File: config.mk
export PLATFORM = sky130hd
export DESIGN_NAME = gpio_port
export DESIGN_NICKNAME = d
export VERILOG_FILES = /design/src/rtl/gpio_port_pkg.sv /design/src/rtl/gpio_sync.sv /design/src/rtl/gpio_port.sv
export SDC_FILE = /design/constraint.sdc
export NUM_CORES = 1
export LEC_CHECK = 0
export BUFFER_PORTS_ARGS = -buffer_cell sky130_fd_sc_hd__clkbuf_2
export CELL_PAD_IN_SITES_DETAIL_PLACEMENT = 1
export CELL_PAD_IN_SITES_GLOBAL_PLACEMENT = 2
export CORE_MARGIN = 2
export CORE_UTILIZATION = 27
export DETAILED_ROUTE_END_ITERATION = 8
export GPL_TIMING_DRIVEN = 0
export PLACE_DENSITY_LB_ADDON = 0.1
export REMOVE_ABC_BUFFERS = 1
export SYNTH_ARGS = -nofsm -noshare
export SYNTH_HDL_FRONTEND = slang
export SYNTH_SLANG_ARGS = --single-unit
File: constraint.sdc
create_clock -name clk -period 1.45 [get_ports clk]
set_clock_uncertainty 0.05 [all_clocks]
set_input_delay 0.0725 -clock clk [delete_from_list [all_inputs] [get_ports clk]]
set_output_delay 0.0725 -clock clk [all_outputs]
set_load 0.02 [all_outputs]
File: src/rtl/gpio_port_pkg.sv
// gpio_port_pkg -- shared definitions for the GPIO port slice.
//
// Holds the register word map used by the bus decoder and the upper bound
// on the pin count. Imported by gpio_port.
package gpio_port_pkg;

    // Largest pin count a single port can expose (one full data word).
    localparam int unsigned N_PIN_MAX = 32;

    // Bus data width.
    localparam int unsigned DATA_W = 32;

    // Register word map (word index on i_mem_addr).
    typedef enum logic [2:0] {
        ADDR_ENO      = 3'd0,   // output enables, rw
        ADDR_IN       = 3'd1,   // synchronised pad inputs, ro
        ADDR_OUT      = 3'd2,   // output values, rw
        ADDR_OUT_SET  = 3'd3,   // set OUT bits, wo
        ADDR_OUT_CLR  = 3'd4,   // clear OUT bits, wo
        ADDR_OUT_TGL  = 3'd5,   // toggle OUT bits, wo
        ADDR_IRQ_EN   = 3'd6,   // interrupt enables, rw
        ADDR_IRQ_STAT = 3'd7    // interrupt status, write-1-to-clear
    } gpio_addr_e;

endpackage

File: src/rtl/gpio_sync.sv
// gpio_sync -- multi-flop synchroniser for asynchronous pad inputs.
//
// Parameters:
//   WIDTH  number of independent bits
//   DEPTH  number of flops in the chain (2..3)
// Ports:
//   clk    sole clock
//   rst_n  synchronous active-low reset, clears every stage
//   d      asynchronous inputs
//   q      last stage of the chain
module gpio_sync #(
    parameter int unsigned WIDTH = 8,
    parameter int unsigned DEPTH = 2
) (
    input  logic             clk,
    input  logic             rst_n,
    input  logic [WIDTH-1:0] d,
    output logic [WIDTH-1:0] q
);

    logic [WIDTH-1:0] stage_q [DEPTH];

    always_ff @(posedge clk) begin
        if (!rst_n) begin
            for (int unsigned i = 0; i < DEPTH; i++) begin
                stage_q[i] <= '0;
            end
        end else begin
            stage_q[0] <= d;
            for (int unsigned i = 1; i < DEPTH; i++) begin
                stage_q[i] <= stage_q[i-1];
            end
        end
    end

    assign q = stage_q[DEPTH-1];

endmodule

File: src/rtl/gpio_port.sv
// gpio_port -- memory-mapped general purpose I/O port.
//
// Word-addressed register block driving N_PIN output pins with individual
// output enables, sampling N_PIN asynchronous pad inputs through a
// synchroniser, and (optionally) raising a level interrupt on pin edges.
//
// Build option:
//   GPIO_PORT_IRQ_EN  when defined, edge detection, IRQ_EN/IRQ_STAT registers
//                     and o_irq are implemented; otherwise addresses 6/7 read
//                     0, ignore writes, and o_irq is tied low.
//
// Parameters:
//   N_PIN   pin count (1..32)
//   N_SYNC  input synchroniser depth (2..3)
// Ports:
//   clk, rst_n      clock, synchronous active-low reset
//   i_mem_valid     access request (accepted when no access is pending)
//   i_mem_addr      word index into the register map
//   i_mem_wen       write strobe
//   i_mem_wdata     write data (only low N_PIN bits used)
//   o_mem_ready     one-cycle pulse the cycle after acceptance
//   o_mem_rdata     read data, zero outside the ready cycle
//   o_gpio_eno      output enables
//   i_gpio_in       asynchronous pad inputs
//   o_gpio_out      output values
//   o_irq           registered level interrupt
module gpio_port
    import gpio_port_pkg::*;
#(
    parameter int unsigned N_PIN  = 8,
    parameter int unsigned N_SYNC = 2
) (
    input  logic              clk,
    input  logic              rst_n,
    input  logic              i_mem_valid,
    input  logic [2:0]        i_mem_addr,
    input  logic              i_mem_wen,
    input  logic [DATA_W-1:0] i_mem_wdata,
    output logic              o_mem_ready,
    output logic [DATA_W-1:0] o_mem_rdata,
    output logic [N_PIN-1:0]  o_gpio_eno,
    input  logic [N_PIN-1:0]  i_gpio_in,
    output logic [N_PIN-1:0]  o_gpio_out,
    output logic              o_irq
);

    gpio_addr_e        addr;
    logic              accept;
    logic              wr;
    logic [N_PIN-1:0]  wdata;
    logic              unused_wdata;

    logic              ready_q;
    logic [DATA_W-1:0] rdata_q;
    logic [N_PIN-1:0]  eno_q;
    logic [N_PIN-1:0]  out_q;
    logic [N_PIN-1:0]  out_next;
    logic [N_PIN-1:0]  pin_sync;
    logic [N_PIN-1:0]  rd_val;
    logic [DATA_W-1:0] rd_ext;
    logic [N_PIN-1:0]  irq_en_rd;
    logic [N_PIN-1:0]  irq_stat_rd;

    assign addr   = gpio_addr_e'(i_mem_addr);
    // The ready cycle doubles as the pending flag, so requests held through
    // it are not accepted back-to-back.
    assign accept = i_mem_valid && !ready_q;
    assign wr     = accept && i_mem_wen;
    assign wdata  = i_mem_wdata[N_PIN-1:0];

    // Upper write-data bits are architecturally ignored.
    assign unused_wdata = ^i_mem_wdata;

    gpio_sync #(
        .WIDTH (N_PIN),
        .DEPTH (N_SYNC)
    ) u_sync (
        .clk   (clk),
        .rst_n (rst_n),
        .d     (i_gpio_in),
        .q     (pin_sync)
    );

`ifdef GPIO_PORT_IRQ_EN
    logic [N_PIN-1:0] prev_q;
    logic [N_PIN-1:0] irq_en_q;
    logic [N_PIN-1:0] irq_stat_q;
    logic [N_PIN-1:0] pin_edge;
    logic [N_PIN-1:0] stat_clr;
    logic             irq_q;

    assign pin_edge = prev_q ^ pin_sync;
    assign stat_clr = (wr && addr == ADDR_IRQ_STAT) ? wdata : '0;

    always_ff @(posedge clk) begin
        if (!rst_n) begin
            prev_q     <= '0;
            irq_en_q   <= '0;
            irq_stat_q <= '0;
            irq_q      <= 1'b0;
        end else begin
            prev_q <= pin_sync;
            if (wr && addr == ADDR_IRQ_EN) begin
                irq_en_q <= wdata;
            end
            // Set term is ORed after the clear so a coincident edge wins.
            irq_stat_q <= (irq_stat_q & ~stat_clr) | (pin_edge & irq_en_q);
            irq_q      <= |(irq_stat_q & irq_en_q);
        end
    end

    assign irq_en_rd   = irq_en_q;
    assign irq_stat_rd = irq_stat_q;
    assign o_irq       = irq_q;
`else
    assign irq_en_rd   = '0;
    assign irq_stat_rd = '0;
    assign o_irq       = 1'b0;
`endif

    // Read mux; write-only and absent registers return zero.
    always_comb begin
        rd_val = '0;
        case (addr)
            ADDR_ENO:      rd_val = eno_q;
            ADDR_IN:       rd_val = pin_sync;
            ADDR_OUT:      rd_val = out_q;
            ADDR_IRQ_EN:   rd_val = irq_en_rd;
            ADDR_IRQ_STAT: rd_val = irq_stat_rd;
            default:       rd_val = '0;
        endcase
    end

    always_comb begin
        rd_ext              = '0;
        rd_ext[N_PIN-1:0]   = rd_val;
    end

    always_comb begin
        out_next = out_q;
        if (wr) begin
            case (addr)
                ADDR_OUT:     out_next = wdata;
                ADDR_OUT_SET: out_next = out_q | wdata;
                ADDR_OUT_CLR: out_next = out_q & ~wdata;
                ADDR_OUT_TGL: out_next = out_q ^ wdata;
                default:      out_next = out_q;
            endcase
        end
    end

    always_ff @(posedge clk) begin
        if (!rst_n) begin
            ready_q <= 1'b0;
            rdata_q <= '0;
            eno_q   <= '0;
            out_q   <= '0;
        end else begin
            ready_q <= accept;
            rdata_q <= accept ? rd_ext : '0;
            out_q   <= out_next;
            if (wr && addr == ADDR_ENO) begin
                eno_q <= wdata;
            end
        end
    end

    assign o_mem_ready = ready_q;
    assign o_mem_rdata = rdata_q;
    assign o_gpio_eno  = eno_q;
    assign o_gpio_out  = out_q;

endmodule

==> metrics <==
standard-cell rows 32; Non-Filler Instances roughly 380; Leakage 1.187 nW; Syn Std Cell Area 0.002171 mm2; final core occ between 30 and 40%; Post-DRT Antenna Nets 0; crit path buf inv count 1; Worst path slowest cell dfxtp_2; n_diodes 0; fraction of registers with async set/reset 0%; IO Pins 97; total power 2.339 mW; Final Hold Vio Count 0; Post-synth EDFFs 0; Post-Synth XOR/XNOR Area 0.4035%; complex-gate fraction of the synthesized area 15.62%; maximum vdd drop 0.3797 mV; mux contribution to synthesized area around 7.4%; max incr delay on CP 0.39 ns; initial antenna violation count 0; vias per inst 4.302; clk_lat worst skew 0.29 ns; path type of the worst min-delay path input pin to register; HPWL after DPL approximately 3.8 mm; crit-path cells inv_1, ha_1, mux2i_1, a22o_2, o32ai_1; Fillers 914; PwrDens 896.9 mW/mm2; Num CTS Buffers 5; Syn Inst Count 221; CTS tree done; Post-Synth Adder-Cell Area 9.222%; setup violators final 0; Top FF cell, synth dfxtp_1; Final TNS setup 0 ns; Fmax 0.7396 GHz; Clock transition at path regs 0.09 ns; CP top delay family compound AO/OA/AOI/OAI gates; Clock Sinks 41; Tcrit/Tclk final 93.24%; CP Data Arrival Time 1.50 ns; port bufs 47; Slew @ Worst Pin 0.7082 ns; Die Area 0.008773 mm2; count leader, synth dfxtp_1; placed instance count 357; Root Driver clkbuf_8; Yosys warning count 0; CP required between 1.5 and 2 ns; share of post-route cells with drive strength above 1 30.80%; status complete, no violations; gpl congestion 0.6913; first-pass GRT wire length 8.424 mm; final net count 338; unrepaired setup endpoints after global routing no; Slew HR 52.57%; worst-path fanout max 4; Die Y about 94 um; starting density of the core between 20% and 30%; #FFs+latches synth 41; vias between 1,500 and 2,000; syn_area_per_cell slightly below 10 um2; Pins Over Slew Limit 0; DR DRC count 0; Routed WL 5.212 mm; CP Class register to register; chip width 93.67 um; H-tree levels 2; placed instance area 0.002359 mm2; drt wl/cell 13.79 um; largest family of logic cells by synthesized area compound AO/OA/AOI/OAI gates; Post-Synth Simple-Gate Area 14.41%; number of global-route vias before repair 1,621; DRT iter0 DRCs 33; Layout area overhead 20.12%; GRT Util Overall 12.27%; largest cells by area after synthesis dfxtp_1, ha_1, buf_4; drt first pass iters 2; largest net degree at the start of global routing 28; Core Area 0.007767 mm2; commonest cells in the netlist dfxtp_1, buf_4; Cell variety after synth 31; Max Cap Viol 0; worst reg-to-reg setup slack 0.1 ns; area leader, netlist dfxtp_1; critical path launch point type register; Seq/Total Area, Yosys ~38%; GRT overflow 0; Post-Layout Inst Area 0.002608 mm2; CTS max path bufs 2; share of the synthesized area in the top cell type a little under two fifths; crit path time final 1.352 ns; CP endpoint kind register
-- placed cells by master (no fill, tap or decap), drive strengths merged, types with 5 or more instances in the layout --
master       count
a2bb2oi          8
nor2             8
and2            16
dlygate4sd3      8
ha              16
o21ai            9
nand3            9
a22o             8
o32ai            8
inv             16
nor3             8
a21boi           8
mux2i           16
clkbuf          53
dfxtp           41
conb            25
buf              5
-- area by class of cell --
cell class / instances / area (um2) / share of cell area, %
clock buffers: 6 / 72.57 / 2.783
clock inverters: 2 / 15.01 / 0.5758
inverters: 16 / 60.06 / 2.303
multi-input cells: 151 / 1144 / 43.86
flip-flops and latches: 41 / 833.3 / 31.96
well taps: 102 / 127.6 / 4.894
repair buffers: 60 / 355.3 / 13.63
-- through the flow --
| step | setup WS, ns | hold slack, ns |
|---|---|---|
| 2_1_floorplan | 0.006357 | 0.1442 |
| 3_3_place_gp | -0.5342 | 0.2298 |
| 3_5_place_dp | -0.5280 | 0.2332 |
| 4_1_cts | 0.01077 | 0.02036 |
| 5_1_grt | 0.006884 | 0.02044 |
| 6_report | 0.09797 | 0.02690 |
-- cell families (layout without fill, tap and decap cells) --
kind of cell             after synthesis  count (layout)
AO/OA/AOI/OAI                         41              41
XOR/XNOR                               1               1
adder cells (fa/ha/maj)               16              16
buffers and inverters                 53              84
flip-flops                            41              41
multiplexers                          16              16
other                                  1              25
AND/OR/NAND/NOR                       52              52
-- state kept, by name, indices dropped and copies added (netlist names) --
signal,count
u_sync.stage_q,16
o_gpio_eno,8
o_gpio_out,8
o_mem_rdata,8
o_mem_ready,1
-- worst register-to-register path, cell delays in order, from the launching register on --
cell and delay (ns):
dfxtp_2 0.39, inv_1 0.07, ha_1 0.27, mux2i_1 0.06, a22o_2 0.21, o32ai_1 0.20
-- path summary, 6_finish.rpt --
path | cells after the start | to | from
hold reg to reg | 1 | u_sync.stage_q[0][11] | u_sync.stage_q[0][3]
hold / removal | 3 | o_gpio_eno[1] | i_mem_wdata[1]
setup reg to reg | 5 | o_gpio_out[3] | o_gpio_out[3]
setup / recovery | 5 | o_gpio_out[3] | o_gpio_out[3]
-- per-layer routing --
metal,GRT usage (%),part of all wire (%),vias up
met5,0,0,-
met4,2.536,0.77,0
met3,2.889,5.0,5
met2,19.54,44,49
met1,16.98,50,751
li1,-,-,821
-- power by group --
group	internal, mW	switching [mW]	total (mW)
Combinational	0.155	0.231	0.386
Sequential	1.16	0.0223	1.18
Clock	0.340	0.430	0.770
-- repair_timing --
action                     4_1_cts  5_1_grt
setup endpoints to repair       16       17
hold buffers                     8        0
pin swaps                        1        2
hold endpoints to repair         8        0
buffers inserted                 1        4
gates resized for setup          8       10
Note: power is estimated with default switching activity, not from simulation.
